### src/rtl/pipe_hazard_ctrl.sv
// Pipeline hazard controller: load-use stalls, branch/jump flushes, memory-wait
// holds with timeout, interrupt acceptance and a saturating stall statistic.
module pipe_hazard_ctrl (
  input  logic        CLK,
  input  logic        Reset_n,
  input  logic [4:0]  ID_rs,
  input  logic [4:0]  ID_rt,
  input  logic        ID_UsesRt,
  input  logic        EX_MemRd,
  input  logic [4:0]  EX_rt,
  input  logic        ID_Jump,
  input  logic        EX_BranchTaken,
  input  logic        MEM_Busy,
  input  logic        IRQ,
  input  logic        IntEn,
  input  logic        ID_Eret,
  output logic        PC_Hold,
  output logic        IF_Protect,
  output logic        IF_Flush,
  output logic        ID_Flush,
  output logic        Pipe_Hold,
  output logic        IntAccept,
  output logic        MemTimeout,
  output logic        IntActive,
  output logic [15:0] StallCnt
);

  typedef enum logic [1:0] {RUN, LU_STALL, MEM_WAIT} state_t;

  state_t     state, state_nxt;
  logic [3:0] wait_cnt, wait_nxt;
  logic       int_nxt;
  logic       load_use;

  // $zero is never a real producer, so a load into it cannot create a hazard
  assign load_use = EX_MemRd && (EX_rt != 5'd0) &&
                    ((EX_rt == ID_rs) || (ID_UsesRt && (EX_rt == ID_rt)));

  always_comb begin
    PC_Hold    = 1'b0;
    IF_Protect = 1'b0;
    IF_Flush   = 1'b0;
    ID_Flush   = 1'b0;
    Pipe_Hold  = 1'b0;
    IntAccept  = 1'b0;
    MemTimeout = 1'b0;
    state_nxt  = RUN;
    wait_nxt   = '0;
    int_nxt    = ID_Eret ? 1'b0 : IntActive;
    if (Reset_n) begin
      if (MEM_Busy) begin
        if (wait_cnt == 4'hF) begin
          MemTimeout = 1'b1;
        end else begin
          PC_Hold    = 1'b1;
          IF_Protect = 1'b1;
          Pipe_Hold  = 1'b1;
          state_nxt  = MEM_WAIT;
          wait_nxt   = wait_cnt + 4'd1;
        end
      end else if (EX_BranchTaken) begin
        IF_Flush = 1'b1;
        ID_Flush = 1'b1;
      end else if ((state == RUN) && load_use) begin
        PC_Hold    = 1'b1;
        IF_Protect = 1'b1;
        ID_Flush   = 1'b1;
        state_nxt  = LU_STALL;
      end else if (ID_Jump) begin
        IF_Flush = 1'b1;
      end else if ((state == RUN) && IRQ && IntEn && !IntActive) begin
        IntAccept = 1'b1;
        IF_Flush  = 1'b1;
        int_nxt   = 1'b1;
      end
    end
  end

  always_ff @(posedge CLK) begin
    if (!Reset_n) begin
      state     <= RUN;
      wait_cnt  <= '0;
      IntActive <= 1'b0;
      StallCnt  <= '0;
    end else begin
      state     <= state_nxt;
      wait_cnt  <= wait_nxt;
      IntActive <= int_nxt;
      if (PC_Hold && (StallCnt != 16'hFFFF))
        StallCnt <= StallCnt + 16'd1;
    end
  end

endmodule

### config.mk
export PLATFORM = sky130hd
export DESIGN_NAME = pipe_hazard_ctrl
export DESIGN_NICKNAME = d
export VERILOG_FILES = /design/src/rtl/pipe_hazard_ctrl.sv
export SDC_FILE = /design/constraint.sdc
export NUM_CORES = 1
export LEC_CHECK = 0
export BUFFER_PORTS_ARGS = -buffer_cell sky130_fd_sc_hd__buf_2
export CORE_MARGIN = 8
export CORE_UTILIZATION = 51
export DETAILED_ROUTE_END_ITERATION = 7
export GPL_TIMING_DRIVEN = 0
export HOLD_SLACK_MARGIN = 0.03
export PLACE_DENSITY = 0.83
export SYNTH_ARGS = -nofsm -noshare
export SYNTH_HDL_FRONTEND = slang
export SYNTH_SLANG_ARGS = --single-unit
### constraint.sdc
create_clock -name CLK -period 3.3 [get_ports CLK]
set_clock_uncertainty 0.05 [all_clocks]
set_input_delay 0.165 -clock CLK [delete_from_list [all_inputs] [get_ports CLK]]
set_output_delay 0.165 -clock CLK [all_outputs]
set_load 0.1 [all_outputs]
==> metrics.md, run 1 <==
| Metric | Value |
|---|---|
| Status | finished, final reports clean |
| RSZ-0062 raised after global routing | no |
| Clock Path Buffers | 2 |
| Final Core Density | 66.04% |
| Min Tclk post-route | 2477 ps |
| Post-synth top area share | between 30% and 40% |
| Req. time, crit path | just over 3000 ps |
| Max-slew violations | 0 |
| Setup crit start | wait_cnt[0]$_SDFF_PP0_ |
| Initial DRT Pass Iterations | 4 |
| Hold Startpoint | MEM_Busy |
| Flop-to-flop setup slack | 1170 ps |
| Synth unique cells | 38 |
| Max-cap violations | 0 |
| Mux contribution to synthesized area | 9.486% |
| Seq/Total Area, Yosys | 36.36% |
| DR iter-0 viols | 31 |
| Total track usage | 14.99% |
| ANT nets after route | 0 |
| CP endpoint kind | primary output |
| R2r startpoint | StallCnt[8]$_SDFFE_PN0P_ |
| FMAX | between 400 and 500 MHz |
| Die Wd | around 66 um |
| Max FO, Critical Path | 11 |
| Ys Warns | 0 |
| Simple-gate share of the synthesized area | 32.81% |
| Worst VDD drop | 0.2326 mV |
| DP Wirelength | 2631 um |
| Min-Delay Path Class | in2reg |
| Synth Area per Inst | around 8.6 um2 |
| I/O pins | just under 50 |
| Prevailing post-synth register cell | dfxtp_1 |
| Leakage | 0.7917 nW |
| Fin. Hold Viols | 0 |
| Worst Max-Slew Pin Slew | between 400 and 500 ps |
| Post-synthesis compound-gate area fraction | 8.004% |
| Final WS setup | 823.0 ps |
| WP data arrival | 2260 ps |
| Fin crit share | 75.06% |
| Syn_nets | between 150 and 200 |
| Row Count | 18 |
| H-tree level count | 1 |
| Vias | around 1300 |
| Largest family of logic cells by synthesized area | simple AND/OR/NAND/NOR gates |
| Clock transition at path regs | 130 ps |
| Area share of xor/xnor cells in the synthesized design | 8.300% |
| First-pass GRT wire length | 5319 um |
| Wirelength per Cell | 14.03 um |
| Layout cells sized above 1 | 28.50% |
| Synth-to-Final Area Change | 25.69% |
| Pre-CTS setup slack | 936.5 ps |
| Pwr dens | between 300 and 400 mW/mm2 |
| Number of buffers created by CTS | 3 |
| Post-synth EDFFs | 0 |
| Max-slew headroom | between 60 and 70% |
| Pwr Total | between 0.0005 and 0.0006 W |
| Min Hold Slack | 101.3 ps |
| Initial antenna violation count | 0 |
| Pin count of the biggest net entering global routing | 13 |
| Share of synthesized cell area in full adder, half adder and majority cells | 1.976% |
| Ys async rst share | 0% |
| Antenna Diode Count | 0 |
| GRT overflow | 0 |
| DRC Markers | 0 |
| Largest area contributor in the netlist | dfxtp_1 |
| Crit path kind | reg2out |
| Die ar. | 0.004333 mm2 |
| Met1 WL | ~1400 um |
| DRT Wirelength | 3226 um |
| Nets | 228 |
| Synth Cell Area | 0.001266 mm2 |
| Chip Height | 65.83 um |
| Wire length on met3 | ~140 um |
| Most frequent cells in the layout | 49 x buf_2, 23 x dfxtp_1, 15 x nand2_1 |
| CTS Root Cell | clkbuf_4 |
| Final setup fails | 0 |
| Filler cells | 209 |
| TNS Setup | 0 ps |
| Num Clock Sinks | 23 |
| Clock Latency Late Sink | 300 ps |
| GP Congestion | 0.8290 |
| DR top layer | met4 |
| Post-CTS Setup Repair Bufs | 0 |
| Met2 WL | between 1500 and 2000 um |
| Synth top area cells | dfxtp_1 36%, mux2i_1 9.5%, xor2_1 6.9% |
| Vias in the first global route | 1283 |
| TritonCTS clock tree | done |
| Core Box Area | 0.002410 mm2 |
| Cell count after synthesis | 147 |
| Synth Register Bits | 23 |
| Via density | 5.478 |
| Setup crit start kind | flip-flop |
| Initial cell density of the core | 52.54% |
| IO Port Bufs | 48 |
| Most common cell after layout, fill and taps aside | buf_2 |
## kinds of logic (layout without fill, tap and decap cells)
family          after synthesis  after routing
xor+xnor                     12             12
compound gates               13             13
mux                          12             12
buf+inv                       9             62
fa+ha+maj                     2              2
simple gates                 76             76
flops                        23             23
## synth_stat cells, types with 3 or more instances
cell type and instances:
and3_1 4, clkbuf_1 3, dfxtp_1 23, inv_1 3, mux2i_1 12, nand2_1 15, nand2b_1 5, nand3_1 11
nand4_1 8, nor2_1 10, or2b_1 4, or3_1 3, xor2_1 10
## critical path, cell delays in order, from the launching register on
cell	delay, ps
dfxtp_1	350
ha_1	230
nand3_1	100
nand3_1	180
o21a_4	210
inv_1	110
buf_2	230
buf_4	130
buf_2	410
## power breakdown
part           internal (W)  total, W  switching (W)
sequential         0.000281  0.000283     0.00000252
combinational     0.0000318  0.000101      0.0000689
clock             0.0000471  0.000129      0.0000822
total              0.000360  0.000513       0.000154
## layout make-up
type / instances / area, um2 / share of cell area (%)
plain buffers: 5 / 23.77 / 1.494
well taps: 30 / 37.54 / 2.358
flip-flops and latches: 23 / 460.4 / 28.93
clock buffers: 4 / 26.28 / 1.651
multi-input cells: 115 / 778.2 / 48.90
repair buffers: 49 / 250.2 / 15.72
inverters: 4 / 15.01 / 0.9434
## metal layers
layer  up-vias  GRT usage (%)
met5         -              0
met4         0          5.995
met3         6          3.729
met2        26          28.01
met1       593          15.43
li1        635              -
## repair_timing
action                    CTS  global route
gates resized for setup     0             0
hold endpoints to repair    1             0
hold buffers                1             0
## through the flow
| stage | std cells | cell area [um2] |
|---|---|---|
| 2_1_floorplan | 147 | 1277 |
| 3_3_place_gp | 225 | 1555 |
| 3_5_place_dp | 225 | 1555 |
| 4_1_cts | 230 | 1592 |
| 5_1_grt | 230 | 1592 |
| 6_report | 230 | 1592 |
## flip-flops by register name, summed over array words and instances, names as in the netlist
name and flops:
wait_cnt 4, state 2, IntActive 1, StallCnt 16
## path summary, 6_finish.rpt
path	endpoint	depth (start not counted)
worst max-delay path	PC_Hold	8
worst min-delay path	wait_cnt[2]$_SDFF_PP0_	3
worst max register to register	StallCnt[6]$_SDFFE_PN0P_	7
worst min register to register	wait_cnt[0]$_SDFF_PP0_	1
No activity file was read; power rests on OpenSTA's default activity.
==> run 2, diff against run 1 <==
- CORE_UTILIZATION: 51 -> 43
- PLACE_DENSITY: 0.83 -> 0.75
- clock period: 3.3 -> 2.1 ns (I/O delays scaled with it)
==> run 2 against run 1 <==
Effect of this change: register-to-register slack worse by 1000 ps; critical path depth unchanged; sequential power up 55%; routed wire length increased by 6.4%; global-route usage is 1.3 points lower; setup slack got worse by 730 ps; clock power rose by 60%; final cell count increased by 1.3%; highest routed layer unchanged; utilization down 4.2 points; sequential cell count stayed put; via count rose by 1.7%; largest power group unchanged.
==> metrics.md, run 2 (same netlist as run 1, synthesis figures left out) <==
| Metric | Value |
|---|---|
| Clock transition at path regs | 140 ps (about the same) |
| DP Wirelength | 2725 um (+3.6%) |
| WP data arrival | 1850 ps (-410 ps) |
| DR iter-0 viols | 70 (+130%) |
| ANT nets after route | 0 (unchanged) |
| Pin count of the biggest net entering global routing | 14 (+1) |
| Initial cell density of the core | 45.52% (-7.0 points) |
| Core Box Area | 0.002781 mm2 (+15%) |
| Layout cells sized above 1 | 40.59% (+12 points) |
| Vias in the first global route | 1348 (+5.1%) |
| Initial antenna violation count | 0 (unchanged) |
| Top reg by flops | StallCnt |
| Max-slew violations | 0 (unchanged) |
| Via density | 5.502 (+0.44%) |
| Antenna Diode Count | 0 (unchanged) |
| Pwr dens | 478.4 mW/mm2 (+48%) |
| DRC Markers | 0 (unchanged) |
| Max FO, Critical Path | 9 (-2) |
| Num Clock Sinks | 23 (unchanged) |
| Non-filler cells in the finished layout | 233 (+1.3%) |
| Die ar. | 0.004937 mm2 (+14%) |
| Max-slew headroom | 66.36% (-0.85 points) |
| DRT Wirelength | 3434 um (+6.4%) |
| Worst VDD drop | 0.4895 mV (+110%) |
| Number of buffers created by CTS | 3 (unchanged) |
| Largest register FFs | 16 (unchanged) |
| CP endpoint kind | primary output |
| Die Wd | 70.27 um (+6.7%) |
| Final Core Density | 61.81% (-4.2 points) |
| Chip Height | 70.27 um (+6.7%) |
| Min Tclk post-route | between 2000 and 2500 ps |
| Fin crit share | 95.67% |
| Min-Delay Path Class | in2reg |
| Synth-to-Final Area Change | 35.77% |
| GP Congestion | 0.7730 (-6.8%) |
| IO Port Bufs | 48 (unchanged) |
| FMAX | between 400 and 500 MHz |
| Most common cell after layout, fill and taps aside | buf_2 |
| First-pass GRT wire length | 5768 um (+8.4%) |
| Crit path kind | reg2out |
| Setup crit start kind | flip-flop |
| Vias | 1282 (+1.7%) |
| Most frequent cells in the layout | 44 x buf_2, 15 x nand2_1, 12 x mux2i_1 |
| Final setup fails | 0 (unchanged) |
| Wirelength per Cell | 14.74 um (+5.1%) |
| Clock Latency Late Sink | 320 ps (+20 ps) |
| Req. time, crit path | 1950 ps (-1130 ps) |
| Inst Count DP | 226 (+0.44%) |
| Initial DRT Pass Iterations | 4 (unchanged) |
| Status | finished, final reports clean |
| Nets | 230 (+0.88%) |
| Leakage | 0.8293 nW (+4.8%) |
| Flop-to-flop setup slack | 140 ps (-1030 ps) |
| Total track usage | 13.65% (-1.3 points) |
| CTS Root Cell | clkbuf_4 |
| I/O pins | 49 (unchanged) |
| Clock Path Buffers | 2 (unchanged) |
| GRT overflow | 0 (unchanged) |
| Fin. Hold Viols | 0 (unchanged) |
| H-tree level count | 1 (unchanged) |
| Max-cap violations | 0 (unchanged) |
| Largest registers | StallCnt (16), wait_cnt (4), state (2) |
| TritonCTS clock tree | done |
| Row Count | 19 (+1) |
| Worst Max-Slew Pin Slew | 504.7 ps (+9.363 ps) |
[run 2: final timing paths]
kind | cells after the start | end | start
hold reg to reg | 1 | StallCnt[6]$_SDFFE_PN0P_ | StallCnt[6]$_SDFFE_PN0P_
setup reg to reg | 6 | StallCnt[6]$_SDFFE_PN0P_ | StallCnt[9]$_SDFFE_PN0P_
setup / recovery | 8 | PC_Hold | state[1]$_SDFF_PN0_
hold / removal | 3 | StallCnt[15]$_SDFFE_PN0P_ | Reset_n
[run 2: metal layers]
layer  vias up  GRT usage, %  wire (um)
li1        642             -          -
met1       609         14.12       1332
met2        29         25.65       1880
met3         2         4.802        205
met4         0         2.455         15
met5         -             0          0
[run 2: cell type report]
class | instances | area (um2)
clock buffer | 3 | 22.52
clock inverter | 1 | 5.005
timing repair buffer | 52 | 299.0
buffer | 4 | 26.28
multi-input combinational | 115 | 819.5
fill | 259 | 1062
inverter | 4 | 15.01
sequential | 23 | 493.0
tap | 31 | 38.79
[run 2: worst max-delay path, stage by stage, from the launching register on]
cell and delay (ps):
dfxtp_1 330, nor2_2 130, o211ai_1 110, or2_1 250
o21a_4 240, inv_2 90, buf_6 120, buf_4 110
buf_12 160
[run 2: what timing repair did]
action / CTS / global route
hold buffers: 1 / 0
setup buffers: 0 / 3
endpoints found under the setup margin: 2 / 17
resized for setup: 11 / 5
pin swaps: 0 / 1
endpoints found under the hold margin: 1 / 0
[run 2: where the power goes]
| part | internal, W | total [W] | switching [W] |
|---|---|---|---|
| clock network | 0.0000712 | 0.000206 | 0.000135 |
| logic | 0.0000617 | 0.000177 | 0.000116 |
| registers | 0.000435 | 0.000439 | 0.00000404 |
[run 2: per-stage QoR]
stage / area, um2 / total power (W) / hold WS [ps] / setup WS (ps) / TNS [ps]
6_report: 1719 / 0.0008225 / 49.97 / 90.93 / 0
4_1_cts: 1692 / 0.0008300 / 34.93 / 1.881 / 0
2_1_floorplan: 1340 / 0.0005600 / 148.7 / -225.4 / -314.9
3_5_place_dp: 1619 / 0.0006126 / 253.8 / -217.3 / -357.6
3_3_place_gp: 1619 / 0.0006076 / 232.9 / -203.9 / -336.2
5_1_grt: 1719 / 0.0008542 / 39.42 / -4.829 / -4.829
==> run 3, diff against run 2 <==
- CORE_UTILIZATION: 43 -> 51
- PLACE_DENSITY: 0.75 -> 0.83
- clock period: 2.1 -> 2.4 ns (I/O delays scaled with it)
==> run 3 against run 2 <==
Effect of this change: register-to-register slack better by 150 ps; hold slack improved by 15 ps; routed wire length fell by 0.90%; utilization grew 6.1 points; setup slack gained 51 ps; clock power shrank 11%; global-route usage is 2.2 points higher; sequential power decreased by 11%; critical path type unchanged.
==> metrics.md, run 3 (same netlist as run 1, synthesis figures left out) <==
| Metric | Value |
|---|---|
| Most frequent cells in the layout | 46 x buf_2, 15 x nand2_1, 14 x dfxtp_1 |
| Final WS setup | 141.5 ps (+50.56 ps) |
| IO Port Bufs | 48 (unchanged) |
| WP data arrival | 2090 ps (+240 ps) |
| Row Count | 18 (-1) |
| FMAX | 442.8 MHz |
| First-pass GRT wire length | 5609 um (-2.8%) |
| Pin count of the biggest net entering global routing | 14 (unchanged) |
| CP Depth | 8 (unchanged) |
| Total track usage | 15.81% (+2.2 points) |
| CP endpoint kind | primary output |
| DRC Markers | 0 (unchanged) |
| Min Tclk post-route | around 2300 ps |
| Top reg by flops | StallCnt |
| Inst Count DP | 225 (-0.44%) |
| Die Wd | 65.83 um (-6.3%) |
| Antenna Diode Count | 0 (unchanged) |
| Status | finished, final reports clean |
| Number of buffers created by CTS | 3 (unchanged) |
| ANT nets after route | 0 (unchanged) |
| Max FO, Critical Path | 11 (+2) |
| Most common cell after layout, fill and taps aside | buf_2 |
| Fin. Hold Viols | 0 (unchanged) |
| Slowest CP cell | dfxtp_1 |
| Min Hold Slack | 65.35 ps (+15.38 ps) |
| Vias | 1265 (-1.3%) |
| Layout cells sized above 1 | 34.00% (-6.6 points) |
| Setup crit start kind | flip-flop |
| Largest registers | StallCnt (16), wait_cnt (4), state (2) |
| Worst path max stage delay | 320 ps (about the same) |
| Nets | 228 (-0.87%) |
| TNS Setup | 0 ps (unchanged) |
| Core Box Area | 0.002410 mm2 (-13%) |
| Synth-to-Final Area Change | 29.15% |
| Chip Height | 65.83 um (-6.3%) |
| GP Congestion | 0.7663 (-0.87%) |
| GRT overflow | 0 (unchanged) |
| Clock Path Buffers | 2 (unchanged) |
| Max-cap violations | 0 (unchanged) |
| Cell breakdown of the critical path | nor2_1 > o211ai_1 > or2_1 > o21a_4 > inv_1 > clkbuf_4 > buf_4 > buf_6 |
| RSZ-0062 raised after global routing | no |
| CTS Root Cell | clkbuf_4 |
| Max-slew violations | 0 (unchanged) |
| Die ar. | 0.004333 mm2 (-12%) |
| Buf/Inv on CP | 4 (unchanged) |
| I/O pins | 49 (unchanged) |
| Initial antenna violation count | 0 (unchanged) |
| Crit path kind | reg2out |
| DP Wirelength | 2768 um (+1.6%) |
| TritonCTS clock tree | done |
| Worst Hold Depth | 3 (unchanged) |
| DRT Wirelength | 3403 um (-0.90%) |
| Top Family by Delay on Critical Path | buffers and inverters |
| Clock transition at path regs | 130 ps (about the same) |
| Req. time, crit path | 2230 ps (+280 ps) |
| Clock Latency Late Sink | 310 ps (about the same) |
| Min-Delay Path Class | in2reg |
| Max-slew headroom | 66.78% (+0.42 points) |
| Final Core Density | 67.86% (+6.1 points) |
| Post-CTS Setup Repair Bufs | 0 (unchanged) |
| Initial DRT Pass Iterations | 4 (unchanged) |
| Leakage | 0.8038 nW (-3.1%) |
| DR iter-0 viols | 49 (-30%) |
| Num Clock Sinks | 23 (unchanged) |
| Non-filler cells in the finished layout | 230 (-1.3%) |
| Initial cell density of the core | 52.54% (+7.0 points) |
| Filler cells | 220 (-15%) |
| Vias in the first global route | 1288 (-4.5%) |
| Worst Max-Slew Pin Slew | 501.8 ps (-2.872 ps) |
| Pre-CTS setup slack | 76.13 ps (+293.5 ps) |
| Worst VDD drop | 0.4672 mV (-4.6%) |
| Largest register FFs | 16 (unchanged) |
| Pwr dens | 439.1 mW/mm2 (-8.2%) |
| R2R depth | 7 (+1) |
| H-tree level count | 1 (unchanged) |
| Wirelength per Cell | 14.80 um (+0.39%) |
| Via density | 5.500 (about the same) |
| Fin crit share | a little over nine tenths |
| Final setup fails | 0 (unchanged) |
run 3: cell count changes in the layout (fill, tap and decap cells not counted), sizes merged:
cell | previous run | this run
buf | 51 | 49
run 3: power by group:
group          switching (W)  total, W  leakage, nW  internal [W]
Combinational      0.0000979  0.000145        0.596     0.0000471
Sequential        0.00000352  0.000390        0.191      0.000387
Clock               0.000121  0.000183       0.0177     0.0000623
Total               0.000222  0.000718        0.804      0.000496
run 3: path summary, 6_finish.rpt:
check                                                from                        to  slack, ps
worst min register to register     wait_cnt[0]$_SDFF_PP0_    wait_cnt[0]$_SDFF_PP0_        420
worst max register to register  StallCnt[10]$_SDFFE_PN0P_  StallCnt[6]$_SDFFE_PN0P_        290
worst max-delay path                  state[1]$_SDFF_PN0_                   PC_Hold        140
worst min-delay path                             MEM_Busy    wait_cnt[2]$_SDFF_PP0_         70
run 3: worst reg2reg max path, delay by kind of cell (launching register included):
kind | cells | cell delay [ps]
simple gates | 5 | 1300
flops | 1 | 350
buf+inv | 1 | 180
mux | 1 | 140
run 3: final cells by class:
| cell class | count | area (um2) | share of cell area (%) |
|---|---|---|---|
| Multi-Input combinational cell | 115 | 798.3 | 48.81 |
| Sequential cell | 23 | 471.7 | 28.84 |
| Timing Repair Buffer | 49 | 259.0 | 15.84 |
| Tap cell | 30 | 37.54 | 2.295 |
| Buffer | 5 | 26.28 | 1.607 |
| Clock buffer | 3 | 22.52 | 1.377 |
| Inverter | 4 | 15.01 | 0.9181 |
| Clock inverter | 1 | 5.005 | 0.3060 |
run 3: what timing repair did:
item | 4_1_cts | 5_1_grt
hold buffers | 1 | 0
setup endpoints to repair | 1 | 2
hold endpoints to repair | 1 | 0
resized for setup | 1 | 4
run 3: per-stage QoR:
step | total power (W) | cell area, um2
6_report | 0.0007180 | 1635
3_5_place_dp | 0.0005407 | 1587
3_3_place_gp | 0.0005354 | 1587
4_1_cts | 0.0007204 | 1627
2_1_floorplan | 0.0004945 | 1309
5_1_grt | 0.0007505 | 1635
run 3: per-layer routing:
metal  GRT usage [%]  part of all wire [%]
met1           15.38                    39
met2           30.69                    54
met4           5.177                   1.2
met5               0                     0
met3           4.576                   5.7
